[config.mk]
export PLATFORM = sky130hd
export DESIGN_NAME = sar_search_ctrl_flat
export DESIGN_NICKNAME = d
export VERILOG_FILES = /design/src/rtl/sar_search_ctrl_pkg.sv /design/src/rtl/sar_search_ctrl_if.sv /design/src/rtl/sar_search_ctrl.sv /design/src/flat_wrapper.sv
export SDC_FILE = /design/constraint.sdc
export NUM_CORES = 1
export LEC_CHECK = 0
export CELL_PAD_IN_SITES_DETAIL_PLACEMENT = 1
export CELL_PAD_IN_SITES_GLOBAL_PLACEMENT = 2
export CORE_MARGIN = 2
export CORE_UTILIZATION = 32
export DETAILED_ROUTE_END_ITERATION = 12
export GPL_ROUTABILITY_DRIVEN = 1
export PLACE_DENSITY = 0.75
export SETUP_SLACK_MARGIN = 0.3
export SLEW_MARGIN = 15
export SYNTH_ARGS = -nofsm -noshare
export SYNTH_HDL_FRONTEND = slang
export SYNTH_SLANG_ARGS = --single-unit
[constraint.sdc]
create_clock -name clk -period 2.32 [get_ports clk]
set_input_delay 0.232 -clock clk [delete_from_list [all_inputs] [get_ports clk]]
set_output_delay 0.232 -clock clk [all_outputs]
set_load 0.1 [all_outputs]
[src/rtl/sar_search_ctrl_pkg.sv]
// rtl/sar_search_ctrl_pkg.sv - shared types and helpers for the SAR search controller
package sar_search_ctrl_pkg;

    localparam int SAR_WIDTH = 5;

    typedef enum logic [1:0] {
        ST_IDLE   = 2'd0,
        ST_TEST   = 2'd1,
        ST_VERIFY = 2'd2
    } state_t;

    // A trustworthy comparator asserts exactly one of its three flags.
    function automatic logic flags_onehot(input logic gt, input logic lt, input logic eq);
        return (gt & ~lt & ~eq) | (~gt & lt & ~eq) | (~gt & ~lt & eq);
    endfunction

endpackage

[src/rtl/sar_search_ctrl_if.sv]
// rtl/sar_search_ctrl_if.sv - controller <-> comparator/host signal bundle
interface sar_search_ctrl_if #(
    parameter int WIDTH = sar_search_ctrl_pkg::SAR_WIDTH
) ();

    logic             start;
    logic             cmpGreater;
    logic             cmpLess;
    logic             cmpEqual;
    logic [WIDTH-1:0] trial;
    logic             busy;
    logic             done;
    logic [WIDTH-1:0] result;
    logic             found;
    logic             err;

    // The search controller.
    modport master (
        input  start, cmpGreater, cmpLess, cmpEqual,
        output trial, busy, done, result, found, err
    );

    // Host plus comparator side.
    modport slave (
        output start, cmpGreater, cmpLess, cmpEqual,
        input  trial, busy, done, result, found, err
    );

endinterface

[src/rtl/sar_search_ctrl.sv]
// rtl/sar_search_ctrl.sv - MSB-first binary search against an external comparator
module sar_search_ctrl
    import sar_search_ctrl_pkg::*;
#(
    parameter int WIDTH = SAR_WIDTH
) (
    input  logic              clk,
    input  logic              rstN,
    sar_search_ctrl_if.master bus
);

    localparam int               IDX_W   = (WIDTH > 1) ? $clog2(WIDTH) : 1;
    localparam logic [IDX_W-1:0] IDX_MSB = IDX_W'(WIDTH - 1);

    state_t           state_q, state_d;
    logic [WIDTH-1:0] trial_q, trial_d;
    logic [WIDTH-1:0] result_q, result_d;
    logic [IDX_W-1:0] bit_idx_q, bit_idx_d;
    logic             busy_q, busy_d;
    logic             done_q, done_d;
    logic             found_q, found_d;
    logic             err_q, err_d;
    logic             flags_ok;

    assign flags_ok = flags_onehot(bus.cmpGreater, bus.cmpLess, bus.cmpEqual);

    // Next-state and datapath: one comparison per cycle, early exit on equality.
    always_comb begin
        state_d   = state_q;
        trial_d   = trial_q;
        result_d  = result_q;
        bit_idx_d = bit_idx_q;
        busy_d    = busy_q;
        done_d    = 1'b0;
        found_d   = found_q;
        err_d     = err_q;
        case (state_q)
            ST_IDLE: begin
                // done_q marks the first idle cycle; a start seen there is deferred.
                if (bus.start && !done_q) begin
                    trial_d            = '0;
                    trial_d[WIDTH-1]   = 1'b1;
                    bit_idx_d          = IDX_MSB;
                    found_d            = 1'b0;
                    err_d              = 1'b0;
                    busy_d             = 1'b1;
                    state_d            = ST_TEST;
                end
            end
            ST_TEST: begin
                if (!flags_ok) begin
                    result_d = trial_q;
                    err_d    = 1'b1;
                    done_d   = 1'b1;
                    busy_d   = 1'b0;
                    state_d  = ST_IDLE;
                end else if (bus.cmpEqual) begin
                    result_d = trial_q;
                    found_d  = 1'b1;
                    done_d   = 1'b1;
                    busy_d   = 1'b0;
                    state_d  = ST_IDLE;
                end else begin
                    // Trial too big clears the tentative bit; too small keeps it.
                    trial_d[bit_idx_q] = bus.cmpLess;
                    if (bit_idx_q != '0) begin
                        trial_d[bit_idx_q - 1'b1] = 1'b1;
                        bit_idx_d                 = bit_idx_q - 1'b1;
                    end else begin
                        state_d = ST_VERIFY;
                    end
                end
            end
            ST_VERIFY: begin
                result_d = trial_q;
                done_d   = 1'b1;
                busy_d   = 1'b0;
                state_d  = ST_IDLE;
                if (!flags_ok) begin
                    err_d = 1'b1;
                end else begin
                    // Greater/less here means the target moved during the search.
                    found_d = bus.cmpEqual;
                end
            end
            default: begin
                state_d = ST_IDLE;
                busy_d  = 1'b0;
            end
        endcase
    end

    // State and output registers; reset abandons any search silently.
    always_ff @(posedge clk or negedge rstN) begin
        if (!rstN) begin
            state_q   <= ST_IDLE;
            trial_q   <= '0;
            result_q  <= '0;
            bit_idx_q <= IDX_MSB;
            busy_q    <= 1'b0;
            done_q    <= 1'b0;
            found_q   <= 1'b0;
            err_q     <= 1'b0;
        end else begin
            state_q   <= state_d;
            trial_q   <= trial_d;
            result_q  <= result_d;
            bit_idx_q <= bit_idx_d;
            busy_q    <= busy_d;
            done_q    <= done_d;
            found_q   <= found_d;
            err_q     <= err_d;
        end
    end

    assign bus.trial  = trial_q;
    assign bus.busy   = busy_q;
    assign bus.done   = done_q;
    assign bus.result = result_q;
    assign bus.found  = found_q;
    assign bus.err    = err_q;

endmodule
[src/flat_wrapper.sv]
// flat-port wrapper written by rule: the top's interface ports become plain ports
module sar_search_ctrl_flat import sar_search_ctrl_pkg::*;
#(
    parameter int WIDTH = SAR_WIDTH
)
  (clk, rstN, bus_start, bus_cmpGreater, bus_cmpLess, bus_cmpEqual, bus_trial, bus_busy, bus_done, bus_result, bus_found, bus_err);
  sar_search_ctrl_if #(.WIDTH(WIDTH)) bus_i ();
  input  logic clk;
  input  logic rstN;
  input wire logic [$bits(bus_i.start)-1:0] bus_start;
  input wire logic [$bits(bus_i.cmpGreater)-1:0] bus_cmpGreater;
  input wire logic [$bits(bus_i.cmpLess)-1:0] bus_cmpLess;
  input wire logic [$bits(bus_i.cmpEqual)-1:0] bus_cmpEqual;
  output wire logic [$bits(bus_i.trial)-1:0] bus_trial;
  output wire logic [$bits(bus_i.busy)-1:0] bus_busy;
  output wire logic [$bits(bus_i.done)-1:0] bus_done;
  output wire logic [$bits(bus_i.result)-1:0] bus_result;
  output wire logic [$bits(bus_i.found)-1:0] bus_found;
  output wire logic [$bits(bus_i.err)-1:0] bus_err;
  assign bus_i.start = bus_start;
  assign bus_i.cmpGreater = bus_cmpGreater;
  assign bus_i.cmpLess = bus_cmpLess;
  assign bus_i.cmpEqual = bus_cmpEqual;
  assign bus_trial = bus_i.trial;
  assign bus_busy = bus_i.busy;
  assign bus_done = bus_i.done;
  assign bus_result = bus_i.result;
  assign bus_found = bus_i.found;
  assign bus_err = bus_i.err;
  sar_search_ctrl #(.WIDTH(WIDTH)) u_core (.clk(clk), .rstN(rstN), .bus(bus_i));
endmodule
After elaboration in Yosys (flattened, before gate mapping)

Cells that the tools add are included.

Magnitude comparators: 4
Reduce and logical (&&, ||, !) cells: 18
Muxes and demuxes: 37
$add $sub $neg: 1
Bitwise operators: 12
Equality and inequality tests: 11

Operators with widths:

| cell                                                                         | number |
|---|---|
| 5-bit two-way mux                                                            | 6 |
| 5-bit one-hot mux with 2 select lines                                        | 2 |
| 1-bit two-way mux                                                            | 12 |
| 3-bit two-way mux                                                            | 4 |
| 5-bit AND reduction                                                          | 2 |
| 3-bit by 4-bit less-than comparator with 1-bit output, second input constant | 2 |
| 2-bit two-way mux                                                            | 4 |
| 2-bit by 1-bit inequality test with 1-bit output, second input constant      | 4 |
| 1-bit bitwise AND                                                            | 6 |
| 1-bit demux with 3-bit select                                                | 2 |
| 3-bit by 1-bit >= comparator with 1-bit output, second input constant        | 2 |
| 2-bit inequality test, second input constant                                 | 3 |
| 1-bit one-hot mux with 2 select lines                                        | 3 |
| 3-bit one-hot mux with 2 select lines                                        | 1 |
| 2-bit AND reduction                                                          | 3 |
| 2-bit nonzero test                                                           | 3 |
| 3-bit nonzero test                                                           | 2 |
| 5-bit bitwise mux                                                            | 1 |
| 5-bit OR                                                                     | 1 |
| 4-bit inequality test, second input constant                                 | 1 |
| 2-bit one-hot mux with 2 select lines                                        | 1 |
| 4-bit AND reduction                                                          | 1 |
| 1-bit logical AND                                                            | 3 |
| 3-bit inequality test, second input constant                                 | 1 |
| 10 further kinds                                                             | 13 |

Register bits: 19
Word-level logic and storage cells: 91
Bits of input ports: 6

Longest topological paths before layout

Gate-level depths: netlist (run 1).

Word-level depth: 10
Mapped depth: 7
Mapped depth without buffers: 6

Least setup slack after synthesis (run 1)

No wires, ideal clock.

Kind: reg2reg
From: register u_core.done_q (netlist: u_core.bus.done)
To: register u_core.found_q (netlist: u_core.bus.found)
Arrival: 1.889 ns
Stages on the path, launching flop included: 5
Buffers on the path: 0
Setup time: 0.125 ns
Slack: 0.305 ns
Cell sequence: dfrtp_1 nand2b_1 and2_1 a2111oi_2 mux2_2

Longest elaborated chain between the ends: 4

Ends and longest elaborated chain:

| element                                                           | RTL line               | RTL |
|---|---|---|
| from (decl)                                                       | sar_search_ctrl.sv:20  | `logic done_q, done_d;` |
| from (signal assigned)                                            | sar_search_ctrl.sv:110 | `done_q <= done_d;` |
| 1-bit zero test                                                   | sar_search_ctrl.sv:40  | `if (bus.start && !done_q) begin` |
| 1-bit logical AND                                                 | sar_search_ctrl.sv:40  |  |
| 2-bit by 1-bit inequality test with 1-bit output (no source line) | --                     |  |
| 5-bit AND reduction (no source line)                              | --                     |  |
| to (signal assigned)                                              | sar_search_ctrl.sv:111 | `found_q <= found_d;` |
| to (decl)                                                         | sar_search_ctrl.sv:21  | `logic found_q, found_d;` |

Every way passes these cells.
A chain may end at the register's enable or synchronous reset.

Final worst setup path (run 1)

From: register u_core.state_q[1]
To: register u_core.found_q (netlist: u_core.bus.found)

Longest elaborated chain between the ends: 3

Ends and longest elaborated chain:

| element                                                                                   | RTL line               | RTL |
|---|---|---|
| from (decl)                                                                               | sar_search_ctrl.sv:15  | `state_t state_q, state_d;` |
| from (signal assigned)                                                                    | sar_search_ctrl.sv:105 | `state_q <= state_d;` |
| 2-bit equality test (tied with other cells)                                               | sar_search_ctrl.sv:37  | `case (state_q)` |
| 2-bit by 1-bit inequality test with 1-bit output (no source line) (tied with other cells) | --                     |  |
| 5-bit AND reduction (no source line)                                                      | --                     |  |

Several ways; a longest one is shown, not always the timed one.

==> impl_results.md, run 1 <==
* Flops & latches, synth at 19
* Clk_lat worst skew at 0.31 ns
* CP Class: register to register
* Slew Limit Fails at 0
* Final net count at 148
* Via density at 5.16
* Delay of the slowest cell on the worst path at 0.40 ns
* First-pass GRT wire length at 4930 um
* Max_cap viols at 0
* Port-buffer cells at 19
* Mux share of post-synthesis cell area at 13.1%
* Netlist cell types at 34
* Cells after synthesis at 114
* Most common cell after layout, fill and taps aside: dfrtp_1
* I/O pin count at 20
* Initial antenna violation count at 0
* Cell area after layout at 1400 sq um
* CTS tree: built
* Placed cell area at 1360 sq um
* Tmin final at 1.88 ns
* Synth Flop Type: dfrtp_1
* Max-slew headroom at 68.9%
* GRT Resource Usage Total at 15.5%
* Slew @ Worst Pin at 0.464 ns
* Die area at 4090 sq um
* Synth Area in Adders at 6.53%
* Vias in the first global route at 1,010
* Worst Hold Class: input port to asynchronous set/reset pin
* Synth Area in Compound Gates at 17.5%
* DRT Pass-1 Iters at 4
* Clk slew on worst S/H paths at 0.13 ns
* Global placement routability congestion at 0.770
* Post-synthesis xor/xnor area fraction at 2.29%
* Die Wd at 63.9 um
* DRT antenna net count at 0
* Syn Nets at 126
* Hpwl dp at 2220 um
* CP max FO at 5
* Crit path arrival time at 2.09 ns
* Total gr overflow at 0
* Ratio of cells with drive above 1 in the final layout at 26.7%
* Max Fclk at 0.532 GHz
* Status: finished clean
* CP Buf/Inv Count at 1
* YS warnings at 0
* Critical path startpoint category: register
* Rows at 21
* Initial DRC count at 26
* CTS sink cnt at 19
* CP required at 2.53 ns
* CTS Buffer Depth at 2
* Number of synthesized flops with an enable pin at 0
* Largest family of logic cells by synthesized area: compound AO/OA/AOI/OAI gates
* Number of diodes at 0
* Simple-Gate Fraction of Synth Area at 14.8%
* DIE HEIGHT at 63.9 um
* # H-tree levels at 1
* Mapped Area at 1150 sq um
* Synthesized area per cell at 10.1 sq um
* Fraction of registers with async set/reset at 100%
* Total core area at 3390 sq um
* Unrepaired setup endpoints after global routing: false
* CP max-delay cell: dfrtp_1
* Fin. Hold Viols at 0
* CTS Buf Count at 3
* Post-route clock period utilization at 81.0%
* Residual DRC at 0
* Largest net degree at the start of global routing at 20
* WL per Instance at 15.7 um
* Final setup TNS at 0 ns
* Routed WL at 2850 um
* Post-synthesis sequential area ratio at 41.5%
* Worst Skew at 0.00809 ns
* Synth-to-layout area growth at 21.4%
* Initial core utilization at 33.9%
* Via count at 934
* Final number of setup-violating endpoints at 0
* Most frequent cells in the layout: 17 x dfrtp_1, 16 x buf_4, 9 x inv_1
* Crit-path cells: inv_1 > ha_1 > or2_2 > a2111oi_2 > mux2_2
* Cell family with most CP delay: flip-flops
* Root buf cell: clkbuf_4
* Worst setup EP type: register
-- per-stage QoR --
step	hold slack [ns]	setup slack (ns)	util [%]	std cells
floorplan	-0.0636	0.305	-	114
detailed placement	0.483	0.243	40.2	177
CTS	0.247	0.412	41.0	181
global placement	0.477	0.300	40.2	177
finish	0.236	0.440	41.2	181
global route	0.240	0.314	41.2	181
-- routing by layer --
metal  share of wire, %  track usage, %  wire (um)
met1                 50            21.4       1430
met2                 47            24.7       1330
met3                2.4            3.70         69
met4               0.70            3.26         20
met5                  0               0          0
-- cell type report --
| type | instances | area [sq um] |
|---|---|---|
| inverter | 9 | 33.8 |
| timing repair buffer | 21 | 170 |
| clock buffer | 3 | 22.5 |
| tap | 46 | 57.6 |
| sequential | 19 | 478 |
| fill | 386 | 1990 |
| clock inverter | 1 | 7.51 |
| multi-input combinational | 82 | 627 |
-- state kept, by name (all words and copies together) (netlist names) --
register and count:
u_core.bus.err 1, u_core.bus.busy 1, u_core.bus.trial 5, u_core.bit_idx_q 3, u_core.bus.found 1, u_core.bus.result 5, u_core.state_q 2, u_core.bus.done 1
-- path summary, 6_finish.rpt --
path | startpoint | end | slack [ns] | cells after the start
max in group asynchronous | rstN | u_core.bit_idx_q[2] | 1.82 | 2
max reg2reg | u_core.state_q[1] | u_core.bus.found | 0.44 | 5
min | rstN | u_core.bus.trial[1] | 0.24 | 2
max | u_core.state_q[1] | u_core.bus.found | 0.44 | 5
min in group clk | u_core.bus.busy | u_core.bus.busy | 0.51 | 1
min reg2reg | u_core.bus.busy | u_core.bus.busy | 0.51 | 1
-- Yosys cell counts, types with 4 or more instances --
cell type | number | share of area (%)
a22o_1 | 4 | 3.0
dfrtp_1 | 18 | 39
ha_1 | 6 | 6.5
inv_1 | 9 | 2.9
mux2_2 | 8 | 7.8
mux2i_1 | 6 | 5.2
nand2_1 | 7 | 2.3
nor2_1 | 5 | 1.6
o211ai_1 | 4 | 2.6
o21ai_0 | 6 | 2.6
-- cell families after synthesis --
family / Yosys count
adders and majority gates: 6
DFF: 19
xor gates and xnor gates: 3
buffers and inverters: 13
and+or+nand+nor: 31
muxes: 14
AOI/OAI and AO/OA: 28
-- timing repair --
item | CTS | global route
hold buffers | 0 | 0
buffers inserted | 0 | 0
resized for setup | 0 | 3
endpoints found under the hold margin | 0 | 0
setup endpoints to repair | 0 | 2
Power of run 1 is not shown: default switching activity piles up to over one toggle a cycle in this logic, so the estimate is an artifact.
==> inputs of run 2 (changes only) <==
--- a/config.mk
+++ b/config.mk
@@ -8,10 +8,10 @@
 export CELL_PAD_IN_SITES_DETAIL_PLACEMENT = 1
 export CELL_PAD_IN_SITES_GLOBAL_PLACEMENT = 2
 export CORE_MARGIN = 2
-export CORE_UTILIZATION = 32
+export CORE_UTILIZATION = 29
 export DETAILED_ROUTE_END_ITERATION = 12
 export GPL_ROUTABILITY_DRIVEN = 1
-export PLACE_DENSITY = 0.75
+export PLACE_DENSITY = 0.72
 export SETUP_SLACK_MARGIN = 0.3
 export SLEW_MARGIN = 15
 export SYNTH_ARGS = -nofsm -noshare
==> constraint.sdc (replaced) <==
create_clock -name clk -period 1.7 [get_ports clk]
set_input_delay 0.17 -clock clk [delete_from_list [all_inputs] [get_ports clk]]
set_output_delay 0.17 -clock clk [all_outputs]
set_load 0.1 [all_outputs]
==> run 2 against run 1 <==
  * Sequential share of layout area fell by 8.1 points
  * Critical path depth unchanged
  * Setup slack lost 0.38 ns
  * Cell count rose by 12%
  * Global-route usage grew 2.0 points
  * Register-to-register slack got worse by 0.38 ns
==> impl_results.md, run 2 (synthesized netlist as in run 1, its figures left out) <==
* Fin. Hold Viols at 0 (unchanged)
* CTS Buf Count at 3 (unchanged)
* Hpwl dp at 2590 um (was 2220 um)
* Multi-input logic area at 816 sq um (was 627 sq um)
* Worst Hold Class: input port to asynchronous set/reset pin (unchanged)
* Worst Setup Slack post-DPL at -0.204 ns (was 0.243 ns)
* Unrepaired setup endpoints after global routing: true (was false)
* DIE HEIGHT at 67.0 um (was 63.9 um)
* Total core area at 3740 sq um (was 3390 sq um)
* Initial core utilization at 30.7% (was 33.9%)
* CTS tree: built (unchanged)
* Clk_lat worst skew at 0.26 ns (was 0.31 ns)
* Max-slew headroom at 70.7% (was 68.9%)
* Final net count at 168 (was 148)
* Via count at 1,035 (was 934)
* Layout fillers at 418 (was 386)
* Slew Limit Fails at 0 (unchanged)
* Port-buffer cells at 19 (unchanged)
* Min Hold Slack at 0.249 ns (was 0.236 ns)
* Total gr overflow at 0 (unchanged)
* Clk slew on worst S/H paths at 0.08 ns (was 0.13 ns)
* CP required at 1.85 ns (was 2.53 ns)
* Final number of setup-violating endpoints at 0 (unchanged)
* Post-route clock period utilization at 96.6% (was 81.0%)
* CP max-delay cell: dfrtp_2 (was dfrtp_1)
* Via density at 5.10 (was 5.16)
* Worst Setup Slack, final at 0.0576 ns (was 0.440 ns)
* Most common cell after layout, fill and taps aside: buf_4 (was dfrtp_1)
* Tmin final at 1.64 ns (was 1.88 ns)
* DRT antenna net count at 0 (unchanged)
* Slew @ Worst Pin at 0.437 ns (was 0.464 ns)
* RR Startpoint: u_core.state_q[0] (was u_core.state_q[1])
* Die area at 4480 sq um (was 4090 sq um)
* Reg2reg path depth at 5 (unchanged)
* Max Fclk at 0.609 GHz (was 0.532 GHz)
* Global placement routability congestion at 0.732 (was 0.770)
* Routed WL at 3550 um (was 2850 um)
* Die Wd at 67.0 um (was 63.9 um)
* Worst setup EP type: register (unchanged)
* CTS sink cnt at 19 (unchanged)
* Max_cap viols at 0 (unchanged)
* Crit-path cells: inv_2 > ha_2 > or2_4 > a2111oi_4 > mux2_4 (was inv_1 > ha_1 > or2_2 > a2111oi_2 > mux2_2)
* Crit path arrival time at 1.79 ns (was 2.09 ns)
* Synth-to-layout area growth at 60.3% (was 21.4%)
* Most frequent cells in the layout: 28 x buf_4, 16 x dfrtp_1 (was 17 x dfrtp_1, 16 x buf_4, 9 x inv_1)
* Ratio of cells with drive above 1 in the final layout at 52.9% (was 26.7%)
* FF-to-FF setup slack at 0.06 ns (was 0.44 ns)
* DRT Pass-1 Iters at 4 (unchanged)
* Critical path startpoint category: register (unchanged)
* Status: finished clean (unchanged)
* Largest net degree at the start of global routing at 20 (unchanged)
* CTS Buffer Depth at 2 (unchanged)
* Number of diodes at 0 (unchanged)
* # H-tree levels at 1 (unchanged)
* Initial antenna violation count at 0 (unchanged)
* Worst Skew at 0.00154 ns (was 0.00809 ns)
* WL per Instance at 17.5 um (was 15.7 um)
* GRT Resource Usage Total at 17.6% (was 15.5%)
* I/O pin count at 20 (unchanged)
* First-pass GRT wire length at 5730 um (was 4930 um)
* Vias in the first global route at 1,129 (was 1,010)
* Worst r2r dst: u_core.bus.found (unchanged)
* Sequential cell area at 482 sq um (was 478 sq um)
* Hold-fix buffers, CTS at 0 (unchanged)
* Delay of the slowest cell on the worst path at 0.42 ns (was 0.40 ns)
* Residual DRC at 0 (unchanged)
* Initial DRC count at 28 (was 26)
* CP Class: register to register (unchanged)
* Rows at 22 (was 21)
* CP max FO at 4 (was 5)
* Root buf cell: clkbuf_8 (was clkbuf_4)
[run 2: changes by cell type in the layout (fill, tap and decap cells not counted), sizes merged]
| cell | before | now |
|---|---|---|
| clkdlybuf4s50 | 5 | 4 |
| buf | 16 | 36 |
| clkinvlp | 1 | 0 |
| clkinv | 0 | 1 |
| dlygate4sd2 | 0 | 1 |
[run 2: worst max-delay path by stage]
stage	start	endpoint	depth (start not counted)
2_1_floorplan	u_core.bus.done	u_core.bus.found	4
3_3_place_gp	bus_cmpLess	u_core.bus.found	6
3_5_place_dp	bus_cmpLess	u_core.bus.found	6
4_1_cts	u_core.state_q[0]	u_core.bus.found	5
5_1_grt	u_core.state_q[0]	u_core.bus.found	5
6_report	u_core.state_q[0]	u_core.bus.found	5
[run 2: critical path: cells and delay by family (launching register included)]
| kind | cells | cell delay [ns] |
|---|---|---|
| adder cells (fa/ha/maj) | 1 | 0.19 |
| flip-flops | 1 | 0.42 |
| AO/OA/AOI/OAI | 1 | 0.30 |
| AND/OR/NAND/NOR | 1 | 0.23 |
| multiplexers | 1 | 0.33 |
| buffers and inverters | 1 | 0.06 |
[run 2: cell type report]
class	count	share of cell area [%]
inverter	9	1.83
multi-input combinational	82	44.3
clock inverter	1	0.272
tap	48	3.26
timing repair buffer	41	22.0
clock buffer	3	2.24
sequential	19	26.1
[run 2: repair_timing]
item / in CTS / in global routing
buffers inserted: 2 / 3
resized for setup: 18 / 14
pin swaps: 6 / 7
endpoints found under the setup margin: 17 / 18
endpoints found under the hold margin: 0 / 0
[run 2: metrics by stage]
stage | instances | util (%) | area, sq um | setup TNS (ns)
2_1_floorplan | 114 | - | 1230 | 0
3_3_place_gp | 194 | 43.5 | 1630 | -1.02
3_5_place_dp | 194 | 43.5 | 1630 | -1.56
4_1_cts | 200 | 47.0 | 1760 | 0
5_1_grt | 203 | 49.2 | 1840 | 0
6_report | 203 | 49.2 | 1840 | 0
[run 2: routing by layer]
| layer | track usage (%) | part of all wire (%) | wire [um] |
|---|---|---|---|
| met1 | 22.4 | 44 | 1560 |
| met2 | 31.1 | 53 | 1880 |
| met3 | 2.70 | 2.3 | 82 |
| met4 | 3.83 | 0.68 | 24 |
| met5 | 0 | 0 | 0 |
Power of run 2 is left out for the same reason.
==> inputs of run 3 (changes only) <==
--- a/config.mk
+++ b/config.mk
@@ -7,11 +7,11 @@
 export LEC_CHECK = 0
 export CELL_PAD_IN_SITES_DETAIL_PLACEMENT = 1
 export CELL_PAD_IN_SITES_GLOBAL_PLACEMENT = 2
-export CORE_MARGIN = 2
-export CORE_UTILIZATION = 29
+export CORE_UTILIZATION = 32
 export DETAILED_ROUTE_END_ITERATION = 12
 export GPL_ROUTABILITY_DRIVEN = 1
-export PLACE_DENSITY = 0.72
+export HOLD_SLACK_MARGIN = 0.15
+export PLACE_DENSITY = 0.75
 export SETUP_SLACK_MARGIN = 0.3
 export SLEW_MARGIN = 15
 export SYNTH_ARGS = -nofsm -noshare
==> constraint.sdc (replaced) <==
create_clock -name clk -period 1.8 [get_ports clk]
set_input_delay 0.18 -clock clk [delete_from_list [all_inputs] [get_ports clk]]
set_output_delay 0.18 -clock clk [all_outputs]
set_load 0.1 [all_outputs]
==> run 3 against run 2 <==
  * Design area decreased by 3.3%
  * Cell count decreased by 0.99%
  * Maximum frequency is 1.8% lower
  * Clock-buffer cell count is the same
  * Global-route usage about the same
  * Core utilization is 3.3 points higher
  * Non-clock buffer count is the same
  * First-iteration DRC count decreased by 29%
  * Setup slack better by 0.070 ns
  * Sequential cell count is the same
  * Hold slack worse by 0.040 ns
  * Die area shrank 14%
==> impl_results.md, run 3 (synthesized netlist as in run 1, its figures left out) <==
* Status: finished clean (unchanged)
* CP required at 2.00 ns (was 1.85 ns)
* Most common cell after layout, fill and taps aside: buf_4 (unchanged)
* CP max FO at 4 (unchanged)
* Vias in the first global route at 1,028 (was 1,129)
* Worst setup EP type: register (unchanged)
* First-pass GRT wire length at 4870 um (was 5730 um)
* Initial core utilization at 33.9% (was 30.7%)
* Delay of the slowest cell on the worst path at 0.45 ns (was 0.42 ns)
* Max Fclk at 0.598 GHz (was 0.609 GHz)
* Total gr overflow at 0 (unchanged)
* Final net count at 168 (unchanged)
* Unrepaired setup endpoints after global routing: true (unchanged)
* Largest net degree at the start of global routing at 20 (unchanged)
* Global placement routability congestion at 0.779 (was 0.732)
* Final number of setup-violating endpoints at 0 (unchanged)
* CTS sink cnt at 19 (unchanged)
* Worst Hold Class: input port to asynchronous set/reset pin (unchanged)
* GRT Resource Usage Total at 17.5% (was 17.6%)
* Max_cap viols at 0 (unchanged)
* Synth-to-layout area growth at 55.0% (was 60.3%)
* Crit-path cells: inv_4 > ha_4 > or2_4 > a2111oi_4 > mux2_4 (was inv_2 > ha_2 > or2_4 > a2111oi_4 > mux2_4)
* Worst Skew at 0.000750 ns (was 0.00154 ns)
* Worst Setup Slack post-DPL at -0.107 ns (was -0.204 ns)
* Fin. Hold Viols at 0 (unchanged)
* Slew @ Worst Pin at 0.452 ns (was 0.437 ns)
* Most frequent cells in the layout: 30 x buf_4, 15 x dfrtp_1, 6 x mux2i_1, 6 x mux2_4, 6 x buf_6 (was 28 x buf_4, 16 x dfrtp_1)
* Clk slew on worst S/H paths at 0.12 ns (was 0.08 ns)
* Port-buffer cells at 19 (unchanged)
* Hpwl dp at 2190 um (was 2590 um)
* WL per Instance at 16.6 um (was 17.5 um)
* Post-route clock period utilization at 92.9% (was 96.6%)
* Residual DRC at 0 (unchanged)
* Root buf cell: clkbuf_4 (was clkbuf_8)
* Ratio of cells with drive above 1 in the final layout at 54.8% (was 52.9%)
* CP Class: register to register (unchanged)
* Total core area at 3390 sq um (was 3740 sq um)
* CTS Buffer Depth at 2 (unchanged)
* Via count at 1,026 (was 1,035)
* Initial antenna violation count at 0 (unchanged)
* Rows at 21 (was 22)
* Initial DRC count at 20 (was 28)
* Slew Limit Fails at 0 (unchanged)
* Crit path arrival time at 1.87 ns (was 1.79 ns)
* I/O pin count at 20 (unchanged)
* CTS Buf Count at 3 (unchanged)
* DRT antenna net count at 0 (unchanged)
* CTS tree: built (unchanged)
* DRT Pass-1 Iters at 4 (unchanged)
* Layout fillers at 374 (was 418)
* Critical path startpoint category: register (unchanged)
* Routed WL at 3350 um (was 3550 um)
* Die area at 3840 sq um (was 4480 sq um)
* DIE HEIGHT at 61.9 um (was 67.0 um)
* Via density at 5.10 (about the same)
* Max-slew headroom at 69.7% (was 70.7%)
* CP max-delay cell: dfrtp_2 (unchanged)
* Tmin final at 1.67 ns (was 1.64 ns)
* Die Wd at 61.9 um (was 67.0 um)
* Worst Setup Slack, final at 0.128 ns (was 0.0576 ns)
* Number of diodes at 0 (unchanged)
* Clk_lat worst skew at 0.30 ns (was 0.26 ns)
* # H-tree levels at 1 (unchanged)
## run 3: cell count changes in the layout (fill, tap and decap cells not counted), moves of 3 or more
cell / change
buf_12: -6
buf_6: +5
clkbuf_4: +3
clkbuf_8: -3
## run 3: final cells by class
class	instances	area (sq um)	area share, %
Inverter	9	38.8	2.18
Clock inverter	1	5.00	0.281
Timing Repair Buffer	41	343	19.2
Multi-Input combinational cell	82	832	46.7
Clock buffer	3	22.5	1.26
Tap cell	46	57.6	3.23
Sequential cell	19	483	27.1
## run 3: repair_timing
item                                    CTS  global route
cloned                                    0             0
endpoints found under the hold margin     0             0
hold buffers                              0             0
pin swaps                                 6            14
resized for setup                        25            23
setup buffers                             9             3
endpoints found under the setup margin   17            18
## run 3: final timing paths
| path | start | endpoint | slack [ns] | depth (start not counted) |
|---|---|---|---|---|
| setup / recovery | u_core.state_q[1] | u_core.bus.found | 0.13 | 5 |
| hold / removal | rstN | u_core.bus.err | 0.21 | 2 |
| setup reg to reg | u_core.state_q[1] | u_core.bus.found | 0.13 | 5 |
| hold reg to reg | u_core.bus.busy | u_core.bus.busy | 0.53 | 1 |
| max in group asynchronous | rstN | u_core.bit_idx_q[2] | 1.33 | 2 |
| min in group clk | u_core.bus.busy | u_core.bus.busy | 0.53 | 1 |
## run 3: layer usage
layer	global-route usage (%)	share of wire (%)	up-vias
met3	2.69	1.9	2
met2	28.4	50	10
met4	3.81	0.39	0
li1	-	-	495
met5	0	0	-
met1	24.6	47	519
## run 3: worst max-delay path: cells and delay by family (launching register included)
| family | cells | cell delay, ns |
|---|---|---|
| flip-flops | 1 | 0.45 |
| adder cells (fa/ha/maj) | 1 | 0.18 |
| AND/OR/NAND/NOR | 1 | 0.24 |
| multiplexers | 1 | 0.32 |
| buffers and inverters | 1 | 0.07 |
| AO/OA/AOI/OAI | 1 | 0.31 |
## run 3: metrics by stage
step	instance area (sq um)	hold slack, ns	util, %	setup TNS, ns	cells
after floorplan	1200	-0.116	-	0	114
after global routing	1780	0.213	52.6	0	201
after global placement	1470	0.480	43.4	-0.112	185
final	1780	0.208	52.6	0	201
after CTS	1650	0.204	48.8	0	198
after detailed placement	1470	0.486	43.4	-0.197	185
Power of run 3 is left out for the same reason.
